--- config.mk ---
export PLATFORM = sky130hd
export DESIGN_NAME = uart_rx
export DESIGN_NICKNAME = d
export VERILOG_FILES = /design/src/rtl/uart_rx.sv
export SDC_FILE = /design/constraint.sdc
export NUM_CORES = 1
export LEC_CHECK = 0
export ABC_AREA = 1
export CAP_MARGIN = 20
export CELL_PAD_IN_SITES_DETAIL_PLACEMENT = 0
export CELL_PAD_IN_SITES_GLOBAL_PLACEMENT = 1
export CORE_MARGIN = 4
export CORE_UTILIZATION = 39
export CTS_CLUSTER_SIZE = 28
export DETAILED_ROUTE_END_ITERATION = 8
export GPL_TIMING_DRIVEN = 0
export PLACE_DENSITY_LB_ADDON = 0.3
export SYNTH_ARGS = -nofsm -noshare
export SYNTH_HDL_FRONTEND = slang
export SYNTH_SLANG_ARGS = --single-unit
--- constraint.sdc ---
create_clock -name clk -period 1.8 [get_ports clk]
set_clock_uncertainty 0.05 [all_clocks]
set_input_delay 0.36 -clock clk [delete_from_list [all_inputs] [get_ports clk]]
set_output_delay 0.36 -clock clk [all_outputs]
set_load 0.02 [all_outputs]
--- src/rtl/uart_rx.sv ---
// -----------------------------------------------------------------------------
// uart_rx
// UART receiver that pairs with the team's UART transmitter. It receives
// asynchronous frames made of one start bit, DATA_BITS data bits sent LSB
// first, an optional parity bit and one stop bit. An internal bit-period
// counter places each sample in the middle of its bit.
//
// Ports
//    clk          system clock
//    reset        asynchronous, active-low reset
//    rx_i         serial line; idles high; asynchronous to clk
//    data_o       last good data word; held until the next good frame
//    rx_valid_o   one-cycle pulse when data_o has just been updated
//    parity_err_o one-cycle pulse alongside rx_valid_o on a parity mismatch
//    frame_err_o  one-cycle pulse when the stop bit is sampled low
//    busy_o       high whenever the receiver is not idle
// -----------------------------------------------------------------------------
module uart_rx #(
   parameter int BIT_TIMING = 5208,
   parameter int DATA_BITS  = 8,
   parameter int PARITY_EN  = 0,
   parameter int PARITY_ODD = 0
) (
   input  logic                 clk,
   input  logic                 reset,
   input  logic                 rx_i,
   output logic [DATA_BITS-1:0] data_o,
   output logic                 rx_valid_o,
   output logic                 parity_err_o,
   output logic                 frame_err_o,
   output logic                 busy_o
);

   localparam int CW = $clog2(BIT_TIMING);
   localparam int IW = $clog2(DATA_BITS);

   localparam logic [CW-1:0] HALF_LAST  = CW'(BIT_TIMING / 2 - 1);
   localparam logic [CW-1:0] BIT_LAST   = CW'(BIT_TIMING - 1);
   localparam logic [IW-1:0] IDX_LAST   = IW'(DATA_BITS - 1);
   localparam logic          USE_PARITY = (PARITY_EN != 0);
   localparam logic          ODD_PARITY = (PARITY_ODD != 0);

   typedef enum logic [2:0] {
      IDLE,
      START,
      DATA,
      PARITY,
      STOP,
      BREAK
   } state_t;

   state_t               state;
   state_t               state_next;
   logic [CW-1:0]        cnt;
   logic                 cnt_clear;
   logic                 bit_tick;
   logic                 half_tick;
   logic [IW-1:0]        bit_idx;
   logic [DATA_BITS-1:0] shift_reg;
   logic                 perr;
   logic                 rx_meta;
   logic                 rx_s;

   // The serial line is unrelated to clk, so it goes through two flops before
   // anything looks at it. Both flops reset to the idle (high) level so that
   // reset release cannot look like a start edge.
   always_ff @(posedge clk or negedge reset) begin
      if (!reset) begin
         rx_meta <= 1'b1;
         rx_s    <= 1'b1;
      end else begin
         rx_meta <= rx_i;
         rx_s    <= rx_meta;
      end
   end

   assign bit_tick  = (cnt == BIT_LAST);
   assign half_tick = (cnt == HALF_LAST);

   // State register for the frame sequencer.
   always_ff @(posedge clk or negedge reset) begin
      if (!reset) begin
         state <= IDLE;
      end else begin
         state <= state_next;
      end
   end

   // Next-state logic. START samples half a bit in, which confirms the start
   // bit and lines every later sample up with the middle of its bit. A high
   // line at that point means the falling edge was only a glitch. BREAK holds
   // off a new frame until the line has gone back high, so a line held low
   // reports one framing error and not a stream of them. The counter restarts
   // on every state change and also between data bits, because DATA is one
   // state that spans several bit periods.
   always_comb begin
      state_next = state;
      cnt_clear  = 1'b0;
      case (state)
         IDLE: begin
            if (!rx_s) state_next = START;
         end
         START: begin
            if (half_tick) state_next = rx_s ? IDLE : DATA;
         end
         DATA: begin
            if (bit_tick && bit_idx == IDX_LAST)
               state_next = USE_PARITY ? PARITY : STOP;
         end
         PARITY: begin
            if (bit_tick) state_next = STOP;
         end
         STOP: begin
            if (bit_tick) state_next = rx_s ? IDLE : BREAK;
         end
         BREAK: begin
            if (rx_s) state_next = IDLE;
         end
         default: state_next = IDLE;
      endcase
      if (state_next != state || (state == DATA && bit_tick))
         cnt_clear = 1'b1;
   end

   // Bit-period counter. It holds at its top value rather than wrapping, so a
   // state that waits on the line (IDLE, BREAK) never produces a spurious tick.
   always_ff @(posedge clk or negedge reset) begin
      if (!reset) begin
         cnt <= '0;
      end else if (cnt_clear) begin
         cnt <= '0;
      end else if (cnt != BIT_LAST) begin
         cnt <= cnt + CW'(1);
      end
   end

   // Datapath: gather the data bits, check parity, and on the stop sample
   // either deliver the word or flag a framing error. The three outputs are
   // pulses, so they fall back to zero on every cycle that does not set them.
   // A frame with a bad stop bit leaves data_o alone.
   always_ff @(posedge clk or negedge reset) begin
      if (!reset) begin
         bit_idx      <= '0;
         shift_reg    <= '0;
         perr         <= 1'b0;
         data_o       <= '0;
         rx_valid_o   <= 1'b0;
         parity_err_o <= 1'b0;
         frame_err_o  <= 1'b0;
      end else begin
         rx_valid_o   <= 1'b0;
         parity_err_o <= 1'b0;
         frame_err_o  <= 1'b0;
         if (state == DATA) begin
            if (bit_tick) begin
               shift_reg[bit_idx] <= rx_s;
               bit_idx            <= bit_idx + IW'(1);
            end
         end else begin
            bit_idx <= '0;
         end
         if (state == PARITY && bit_tick)
            perr <= ((^shift_reg) ^ rx_s) != ODD_PARITY;
         if (state == STOP && bit_tick) begin
            if (rx_s) begin
               data_o       <= shift_reg;
               rx_valid_o   <= 1'b1;
               parity_err_o <= perr & USE_PARITY;
            end else begin
               frame_err_o <= 1'b1;
            end
         end
      end
   end

   assign busy_o = (state != IDLE);

endmodule
==> impl_results.md <==
- NumNets Final: 297
- RSZ-0062 raised after global routing: yes
- R2r setup slk: -0.02 ns
- Endpoints failing setup: 9
- Status: complete, but fails checks
- Final Wtd Congestion: 0.774
- Pwr/cell area: 601 nW/µm²
- Max FFs per register: 13
- Largest stage delay, worst path: 0.40 ns
- GRT Overall Usage: 0.149
- Placed cell areas: 2210 µm²
- R2R Path End: data_o[0]
- Data arrival, critical path: 2.01 ns
- Cells after synthesis: 246
- Placement row count: 25
- Fin cells: 359
- Synthesis Warnings: 0
- FILL cells: 448
- Port Buffer Count: 13
- Unique cell type count in the Yosys netlist: 28
- Wirelength per Cell: 12.1 µm
- Area Growth Syn to Fin: 36.7%
- CP startpoint kind: flop
- Syn Area/Cell: 8.14 µm²
- Hold Crit Class: input pin to async pin
- Die height: 79.6 µm
- Htree depth: 2
- Post-Route WL: 4350 µm
- Vias: 1,671
- Dominant cell type by area after synthesis: dfrtp_1
- GRT Residual Overflow: 0
- Slew @ Worst Pin: 0.875 ns
- Delay-heaviest family, CP: simple AND/OR/NAND/NOR gates
- Mapped cell area: 2000 µm²
- Worst path cell trace: ha_4 -> nand2_4 -> inv_4 -> nand2_4 -> nor2_4 -> nand3_2 -> buf_6 -> buf_4 -> nor2_4 -> buf_6 -> nand2_1 -> nand2_1
- TritonRoute pass-1 iters: 4
- Final Hold Fails: 0
- Initial antenna violation count: 0
- DP HPWL: 2720 µm
- TritonCTS clock tree: built
- Cell count after placement: 326
- Worst-Skew Late Latency: 0.29 ns
- Final ANT Viol Nets: 0
- Buffer depth of the longest clock path: 2
- Endpoint class of the critical path: flop
- Max Fanout on Critical Path: 4
- Seq/Total Area, Yosys: 0.489
- CTS Buf Count: 5
- Detailed Route Iter0 Violations: 97
- CTS root buf: clkbuf_8
- Vias per cell: 4.65
- Finished Core Util: 0.564
- Starting Density: 0.413
- Setup TNS: -0.139 ns
- Diodes inserted: 0
- Post-layout minimum cycle time: 1.82 ns
- Seq. cell area: 982 µm²
- Fraction of layout cells with a size suffix above 1: 0.377
- VDD IR max: 0.000305 V
- Io pins: 15
- Slew margin rel.: 0.416
- Area of the multi-input gates: 1060 µm²
- Clock transition at path regs: 0.08 ns
- Leak pwr: 1.28 nW
- R2r worst-path depth: 12
- Reg2reg start: cnt[0]
- Final Max Slew Viols: 0
- Failing checks: setup timing
- Vias in the first global route: 1,545
- Critical Path Source: cnt[0]
- Placeable Area: 4850 µm²
- Syn nets: 252
- Die Wd: 79.6 µm
- Max Cap Viol: 0
- Slowest CP cell: dfrtp_1
- CP Class: flop to flop
- Final period util: 1.01
- Flop and latch count out of synthesis: 39
- Die area: 6340 µm²
- Synth top area cells: dfrtp_1, nand2_1, nor2_1
- First-pass GRT wire length: 7380 µm
- Design area: 2740 µm²
- Synth top area share: 0.463
- Post-Place Setup Slack: -0.288 ns
- Crit path buf inv count: 4
- Max Clock Freq: 550 MHz
- DRC viols: 0
- Worst EP required: 1.99 ns
- Pin count of the biggest net entering global routing: 40
- Final WS setup: -0.0197 ns
- Clock Sinks: 39
==> cells in the mapped netlist <==
cell      number
nor3_1         2
or2_2          1
o21ai_0        3
nor2_1        36
nand4_1        5
inv_2          1
buf_2          1
buf_4          1
a31oi_1        7
nand2_1       63
nand2_2        3
nand3_4        1
ha_1           3
xor2_1         9
nor2_2         5
a22o_1         2
mux2_2         1
and2_1         1
a21oi_1        8
clkinv_1       1
dfstp_2        2
dfrtp_1       37
conb_1         1
nand3_1       15
buf_6          1
nor2_4         5
inv_1         30
o31ai_1        1
==> logic make-up (layout without fill, tap and decap cells) <==
group | after synthesis | in the layout | synth area share
XOR/XNOR | 9 | 9 | 0.0394
multiplexers | 1 | 1 | 0.00562
other | 1 | 1 | 0.00187
flip-flops | 39 | 39 | 0.489
AND/OR/NAND/NOR | 137 | 137 | 0.312
buffers and inverters | 35 | 81 | 0.0719
adder cells (fa/ha/maj) | 3 | 3 | 0.0188
AO/OA/AOI/OAI | 21 | 21 | 0.0619
==> per-layer routing <==
| metal | up-vias | share of wire | track usage |
|---|---|---|---|
| met2 | 28 | 0.47 | 0.229 |
| met4 | 0 | 0.012 | 0.0515 |
| li1 | 867 | - | - |
| met1 | 770 | 0.49 | 0.205 |
| met3 | 6 | 0.036 | 0.0350 |
| met5 | - | 0 | 0 |
==> per-stage QoR <==
| stage | power [mW] | hold WS [ns] |
|---|---|---|
| floorplan | 0.905 | 0.0144 |
| global placement | 0.929 | 0.296 |
| detailed placement | 0.928 | 0.298 |
| CTS | 1.67 | 0.160 |
| global route | 1.71 | 0.202 |
| finish | 1.65 | 0.131 |
==> report_power, final <==
part           leakage, nW  internal (mW)  switching, mW
registers            0.521          0.879        0.00234
clock network       0.0581          0.413          0.323
logic                0.698        0.00501         0.0229
total                 1.28           1.30          0.348
==> layout make-up <==
class,count,share of cell area
Multi-Input combinational cell,172,0.387
Sequential cell,39,0.359
Timing Repair Buffer,38,0.126
Inverter,32,0.0462
Tap cell,67,0.0306
Clock buffer,5,0.0251
Clock inverter,3,0.0160
Buffer,3,0.00960
==> worst max-delay path by stage <==
stage                  end  slack, ns  cells past startpoint
6_report         data_o[0]      -0.02                     12
5_1_grt          data_o[7]      -0.12                     12
4_1_cts             cnt[6]      -0.03                     13
3_5_place_dp     data_o[0]      -0.29                     10
3_3_place_gp   frame_err_o      -0.68                      1
2_1_floorplan       cnt[7]       0.06                     10
==> cell usage in the layout (no fill, tap or decap), types with 11 or more instances in the layout <==
cell | synthesis | routed
buf_4 | 1 | 18
nor2_2 | 5 | 18
nand2_1 | 63 | 51
nor2_1 | 36 | 17
inv_1 | 30 | 22
nor2_4 | 5 | 11
clkdlybuf4s50_1 | 0 | 11
nand3_1 | 15 | 11
nand2_2 | 3 | 11
dfrtp_1 | 37 | 34
==> what timing repair did <==
item	in CTS	in global routing
hold buffers	0	0
cloned	1	1
buffers inserted	13	10
pin swaps	11	15
setup endpoints to repair	23	29
resized for setup	29	52
No activity file was read; power rests on OpenSTA's default activity.
